===== config.mk =====
export PLATFORM = sky130hd
export DESIGN_NAME = stone_drawer
export DESIGN_NICKNAME = d
export VERILOG_FILES = /design/src/rtl/gm_defs.sv /design/src/rtl/sprite_scan.sv /design/src/rtl/stone_drawer.sv
export SDC_FILE = /design/constraint.sdc
export NUM_CORES = 1
export LEC_CHECK = 0
export CELL_PAD_IN_SITES_DETAIL_PLACEMENT = 1
export CELL_PAD_IN_SITES_GLOBAL_PLACEMENT = 1
export CORE_ASPECT_RATIO = 0.75
export CORE_MARGIN = 4
export CORE_UTILIZATION = 40
export CTS_BUF_LIST = sky130_fd_sc_hd__clkbuf_16
export CTS_CLUSTER_SIZE = 16
export DETAILED_ROUTE_END_ITERATION = 7
export PLACE_DENSITY_LB_ADDON = 0.1
export SYNTH_ARGS = -nofsm -noshare
export SYNTH_HDL_FRONTEND = slang
export SYNTH_SLANG_ARGS = --single-unit

===== constraint.sdc =====
create_clock -name clock -period 6.1 [get_ports clock]
set_input_delay 0.61 -clock clock [delete_from_list [all_inputs] [get_ports clock]]
set_output_delay 0.61 -clock clock [all_outputs]
set_load 0.05 [all_outputs]

===== src/rtl/gm_defs.sv =====
// Shared game definitions: stone RAM word layout, type codes, screen size,
// sprite geometry, default palette and the stone drawer FSM states.
package gm_defs;

    // Stone RAM word fields
    localparam int unsigned X_MSB    = 31;
    localparam int unsigned X_LSB    = 23;
    localparam int unsigned Y_MSB    = 18;
    localparam int unsigned Y_LSB    = 11;
    localparam int unsigned TYPE_MSB = 3;
    localparam int unsigned TYPE_LSB = 2;
    localparam int unsigned VIS_BIT  = 1;
    localparam int unsigned MOV_BIT  = 0;

    // Stone type codes; 2'b11 renders as diamond as well
    localparam logic [1:0] TYPE_STONE   = 2'b00;
    localparam logic [1:0] TYPE_GOLD    = 2'b01;
    localparam logic [1:0] TYPE_DIAMOND = 2'b10;

    // Visible screen and sprite geometry
    localparam int unsigned SCR_W       = 320;
    localparam int unsigned SCR_H       = 240;
    localparam int unsigned SPRITE_SIZE = 16;

    // Default palette
    localparam logic [2:0] DEF_COL_STONE   = 3'b110;
    localparam logic [2:0] DEF_COL_GOLD    = 3'b110;
    localparam logic [2:0] DEF_COL_DIAMOND = 3'b011;
    localparam logic [2:0] DEF_COL_OUTLINE = 3'b000;

    typedef enum logic [2:0] {
        StIdle,
        StCheck,
        StAddr,
        StWait,
        StLatch,
        StPlot,
        StNext,
        StDone
    } drawer_state_e;

    // Screen-space pixel test on the widened sums so off-screen carries never wrap
    function automatic logic in_screen(logic [9:0] xs, logic [8:0] ys);
        return (xs < 10'(SCR_W)) && (ys < 9'(SCR_H));
    endfunction

endpackage


===== src/rtl/sprite_scan.sv =====
// Raster counter for one 16x16 sprite: px runs fastest, py steps when px wraps.
// last flags the final pixel, border flags pixels on the sprite's outer ring.
module sprite_scan
    import gm_defs::*;
(
    input  logic       clock,
    input  logic       resetn,
    input  logic       clear,
    input  logic       go,
    output logic [3:0] px,
    output logic [3:0] py,
    output logic       last,
    output logic       border
);

    localparam logic [3:0] SprMax = 4'(SPRITE_SIZE - 1);

    // Counter pair: clear restarts the raster, go advances one pixel
    always_ff @(posedge clock) begin
        if (!resetn) begin
            px <= '0;
            py <= '0;
        end else if (clear) begin
            px <= '0;
            py <= '0;
        end else if (go) begin
            px <= px + 4'd1;
            if (px == SprMax) begin
                py <= py + 4'd1;
            end
        end
    end

    // Raster position flags
    always_comb begin
        last   = (px == SprMax) && (py == SprMax);
        border = (px == 4'd0) || (px == SprMax) || (py == 4'd0) || (py == SprMax);
    end

endmodule


===== src/rtl/stone_drawer.sv =====
// Per-frame stone renderer: walks stone RAM entries through the rope block's
// read port and streams each visible stone as a clipped 16x16 sprite.
// Optional build macro: STONE_DRAWER_OUTLINE_EN (draws sprite border in COL_OUTLINE).
module stone_drawer
    import gm_defs::*;
#(
    parameter logic [2:0] COL_STONE   = DEF_COL_STONE,
    parameter logic [2:0] COL_GOLD    = DEF_COL_GOLD,
    parameter logic [2:0] COL_DIAMOND = DEF_COL_DIAMOND,
    parameter logic [2:0] COL_OUTLINE = DEF_COL_OUTLINE
) (
    input  logic        clock,
    input  logic        resetn,
    input  logic        start,
    input  logic [3:0]  quantity,
    input  logic [31:0] data,
    output logic        draw_stone_flag,
    output logic [3:0]  draw_index,
    output logic [8:0]  x,
    output logic [7:0]  y,
    output logic [2:0]  colour,
    output logic        plot,
    output logic        busy,
    output logic        done
);

    drawer_state_e state_q, state_d;
    logic [3:0] qty_q, qty_d;
    logic [3:0] idx_q, idx_d;
    logic [8:0] sx_q, sx_d;
    logic [7:0] sy_q, sy_d;
    logic [1:0] type_q, type_d;

    logic       scan_clear, scan_go;
    logic [3:0] px, py;
    logic       scan_last, scan_border;

    logic [9:0] x_sum;
    logic [8:0] y_sum;
    logic [2:0] type_col, pix_col;
    logic       in_plot;

    logic       flag_d, plot_d, busy_d, done_d;
    logic [3:0] index_d;
    logic [8:0] x_d;
    logic [7:0] y_d;
    logic [2:0] colour_d;

    sprite_scan u_scan (
        .clock  (clock),
        .resetn (resetn),
        .clear  (scan_clear),
        .go     (scan_go),
        .px     (px),
        .py     (py),
        .last   (scan_last),
        .border (scan_border)
    );

    // Next-state, table walk and stone field capture
    always_comb begin
        state_d    = state_q;
        qty_d      = qty_q;
        idx_d      = idx_q;
        sx_d       = sx_q;
        sy_d       = sy_q;
        type_d     = type_q;
        scan_clear = 1'b0;
        scan_go    = 1'b0;
        case (state_q)
            StIdle: begin
                if (start) begin
                    qty_d   = quantity;
                    idx_d   = '0;
                    state_d = StCheck;
                end
            end
            StCheck: begin
                state_d = (idx_q >= qty_q) ? StDone : StAddr;
            end
            StAddr:  state_d = StWait;
            StWait:  state_d = StLatch;
            StLatch: begin
                sx_d   = data[X_MSB:X_LSB];
                sy_d   = data[Y_MSB:Y_LSB];
                type_d = data[TYPE_MSB:TYPE_LSB];
                if (data[VIS_BIT]) begin
                    scan_clear = 1'b1;
                    state_d    = StPlot;
                end else begin
                    state_d = StNext;
                end
            end
            StPlot: begin
                scan_go = 1'b1;
                if (scan_last) begin
                    state_d = StNext;
                end
            end
            StNext: begin
                // Bound check folded in here so each entry costs four overhead cycles
                idx_d   = idx_q + 4'd1;
                state_d = (({1'b0, idx_q} + 5'd1) >= {1'b0, qty_q}) ? StDone : StAddr;
            end
            StDone:  state_d = StIdle;
            default: state_d = StIdle;
        endcase
    end

    // Pixel address, clipping and colour selection for the current raster position
    always_comb begin
        x_sum   = {1'b0, sx_q} + {6'd0, px};
        y_sum   = {1'b0, sy_q} + {5'd0, py};
        in_plot = (state_q == StPlot);
        case (type_q)
            TYPE_STONE:          type_col = COL_STONE;
            TYPE_GOLD:           type_col = COL_GOLD;
            TYPE_DIAMOND, 2'b11: type_col = COL_DIAMOND;
            default:             type_col = COL_DIAMOND;
        endcase
        pix_col = type_col;
`ifdef STONE_DRAWER_OUTLINE_EN
        if (scan_border) begin
            pix_col = COL_OUTLINE;
        end
`endif
        flag_d   = (state_d inside {StAddr, StWait, StLatch, StPlot, StNext});
        index_d  = flag_d ? idx_d : '0;
        plot_d   = in_plot && in_screen(x_sum, y_sum);
        x_d      = in_plot ? x_sum[8:0] : '0;
        y_d      = in_plot ? y_sum[7:0] : '0;
        colour_d = in_plot ? pix_col : '0;
        busy_d   = (state_d != StIdle);
        done_d   = (state_d == StDone);
    end

    // State, latches and registered outputs with synchronous reset
    always_ff @(posedge clock) begin
        if (!resetn) begin
            state_q         <= StIdle;
            qty_q           <= '0;
            idx_q           <= '0;
            sx_q            <= '0;
            sy_q            <= '0;
            type_q          <= '0;
            draw_stone_flag <= 1'b0;
            draw_index      <= '0;
            x               <= '0;
            y               <= '0;
            colour          <= '0;
            plot            <= 1'b0;
            busy            <= 1'b0;
            done            <= 1'b0;
        end else begin
            state_q         <= state_d;
            qty_q           <= qty_d;
            idx_q           <= idx_d;
            sx_q            <= sx_d;
            sy_q            <= sy_d;
            type_q          <= type_d;
            draw_stone_flag <= flag_d;
            draw_index      <= index_d;
            x               <= x_d;
            y               <= y_d;
            colour          <= colour_d;
            plot            <= plot_d;
            busy            <= busy_d;
            done            <= done_d;
        end
    end

    // Word fields the drawer does not consume (moving bit, spare bits)
`ifdef STONE_DRAWER_OUTLINE_EN
    logic unused_bits;
    assign unused_bits = ^{data[22:19], data[10:4], data[MOV_BIT]};
`else
    logic unused_bits;
    assign unused_bits = ^{data[22:19], data[10:4], data[MOV_BIT], scan_border, COL_OUTLINE};
`endif

endmodule


==> results.toml <==
[run_status]
status = "complete, no violations"

[floorplan]
start_util = 0.409
die_h_um = 83.0
die-area_mm2 = 0.00896
die_w_um = 108
fp-row-count = 27
core_mm2 = 0.00733
io_pins = 67

[placed_design]
place.port_buffers = 53
place_congestion = 0.757
dp_hpwl_um = 5440

[sta]
final.setup_skew_ns = 0.00860
whs_ns = 0.449
worstMarginPinSlew_ns = 0.747
fin_crit_sh = 0.381
slew_viol_final = 0
fin_crit_ns = 2.32
finalSetupViolations = 0
slew_headroom = 0.501
rsz0062_at_grt = "false"
fin_tns_setup_ns = 0
max_freq_mhz = 430
hold_viol_final = 0

[cts]
numCtsBuffers = 9
cts_hold_buf = 0
clk_pin_slew_ns = 0.05
cts_resized = 0
htree_levels = 3
worstSkewPairLatency_ns = 0.32
cts_tree = "done"
cts_buffer_depth = 2
clockRootBuffer = "clkbuf_16"
cts_setup_buffers = 0
cts.sinks = 65

[route]
drtIter0Drc = 55
routedWlPerCell_um = 15.1
drt_wl_total_um = 7520
drc = 0
drt_pass1_iterations = 4
viasPerCell = 5.09
detail-route-antenna-nets = 0
vias = 2529

[logic_synthesis]
synth-edff-count = 0
synth_top_area_cell = "dfxtp_1"
syn_avg_cell_area_um2 = 8.82
synth_top_area_share = 0.434
syn_nets = 400
synth.area.top_cells = "dfxtp_1, ha_1, nand2_1"
synth-seq-cells = 65
yosysWarningCount = 0
synth-async-reset-ratio = 0
yosysSeqAreaShare = 0.434
synthFlopType = "dfxtp_1"
syn_inst = 340
synth.distinct_cells = 45
synthesis.area_mm2 = 0.00300

[global_routing]
grt_pass1_wl_um = 12800
overflow = 0
grt_max_degree = 37
antenna_found_initial = 0
grtUsageTotal = 0.180
grt_pass1_vias = 2577

[final_layout]
antenna_cells = 0
area_delta_synth_final_pct = 30.4
layout-drive-gt1-share = 0.0429
final_net_count = 452

[worst_setup_path]
worstPathMaxFanout = 6
worstSetupPathType = "register to register"
endpoint_kind = "register"
worstPathRequired_ns = 6.36
crit_arrival_ns = 2.59
ff2ff_setup_slack_ns = 3.78
startpoint_type = "register"

[pwr]
ir_drop_v = 0.000223
p_leak_uw = 0.00148
p_per_area_mw_per_mm2 = 347

[run]
drv_cap = 0

[worst_hold_path]
hp-class = "register to register"
==> cell families after synthesis <==
logic type,after synthesis,share of synthesized area
xor+xnor,20,0.0584
fa+ha+maj,21,0.0927
mux,2,0.00668
buf+inv,28,0.0392
simple gates,141,0.223
compound gates,63,0.146
flops,65,0.434
==> cells in the mapped netlist (4+ instances only) <==
library cell	number
dfxtp_1	65
nand2_1	59
nor2_1	33
a21boi_0	25
ha_1	19
inv_1	14
a21oi_1	12
xor2_1	12
nand3_1	10
xnor2_1	8
buf_2	7
nand2b_1	6
nor3b_1	6
clkbuf_1	5
o21ai_0	5
and3_1	4
==> layout by cell type (no fill, tap or decap), types with 3 or more instances in the layout <==
cell             Yosys  final
clkbuf_16            0      9
o21a_1               3      3
xor2_1              12     12
o21ai_0              5      5
and2_1               3      3
or3_1                3      3
ha_1                19     19
nand4_1              3      3
o31a_1               3      3
nand2_1             59     59
xnor2_1              8      8
nor2_1              33     33
a21oi_1             12     12
nand3_1             10     10
clkinv_1             0      3
inv_1               14     15
nand2b_1             6      6
and3_1               4      4
a21o_1               3      3
nor2b_1              3      3
nor3b_1              6      6
a21boi_0            25     25
clkdlybuf4s50_1      0     53
a31oi_1              3      3
dfxtp_1             65     65
==> area by class of cell <==
| class | count | area (µm²) |
|---|---|---|
| fill | 868 | 3420 |
| clock buffer | 9 | 225 |
| clock inverter | 6 | 75.1 |
| tap | 101 | 126 |
| inverter | 14 | 52.6 |
| timing repair buffer | 55 | 546 |
| sequential | 65 | 1300 |
| multi-input combinational | 247 | 1580 |
==> registers in the layout, summed over array words and instances (netlist names) <==
signal,flops
done,1
x,9
draw_index,4
u_scan.px,4
y,8
colour,3
type_q,1
qty_q,4
state_q,3
idx_q,4
sy_q,8
draw_stone_flag,1
sx_q,9
plot,1
busy,1
u_scan.py,4
==> metrics by stage <==
stage | setup slack, ns | instances | power, µW | cell area, µm² | util
2_1_floorplan | 4.10 | 340 | 747 | 3000 | -
3_3_place_gp | 3.56 | 482 | 839 | 3610 | 0.492
3_5_place_dp | 3.51 | 482 | 851 | 3610 | 0.492
4_1_cts | 3.76 | 497 | 1370 | 3910 | 0.533
5_1_grt | 3.51 | 497 | 1440 | 3910 | 0.533
6_report | 3.78 | 497 | 1360 | 3910 | 0.533
==> power breakdown <==
group	internal [µW]	leakage (µW)	switching, µW
combinational	119	0.000806	190
sequential	470	0.000526	64.0
clock	349	0.000149	167
==> worst paths after layout <==
path                                   start        end  cells after the start
worst max-delay path            u_scan.px[0]       plot                      8
worst min-delay path               type_q[1]  colour[2]                      1
worst max register to register  u_scan.px[0]       plot                      8
worst min register to register     type_q[1]  colour[2]                      1
==> layer usage <==
layer / global-route usage / vias up / wire (µm)
met5: 0 / - / 0
li1: - / 1255 / -
met3: 0.0552 / 8 / 398
met1: 0.240 / 1209 / 3630
met2: 0.284 / 57 / 3390
met4: 0.0436 / 0 / 98
==> worst max-delay path: stages, from the launching register on <==
cell and delay [ns]:
dfxtp_1 0.40, ha_1 0.19, inv_1 0.05, fa_1 0.40, nand2b_1 0.18, a21oi_1 0.40
nand2_1 0.11, a311oi_1 0.32, o221a_1 0.22
(Power assumes the default switching activity.)
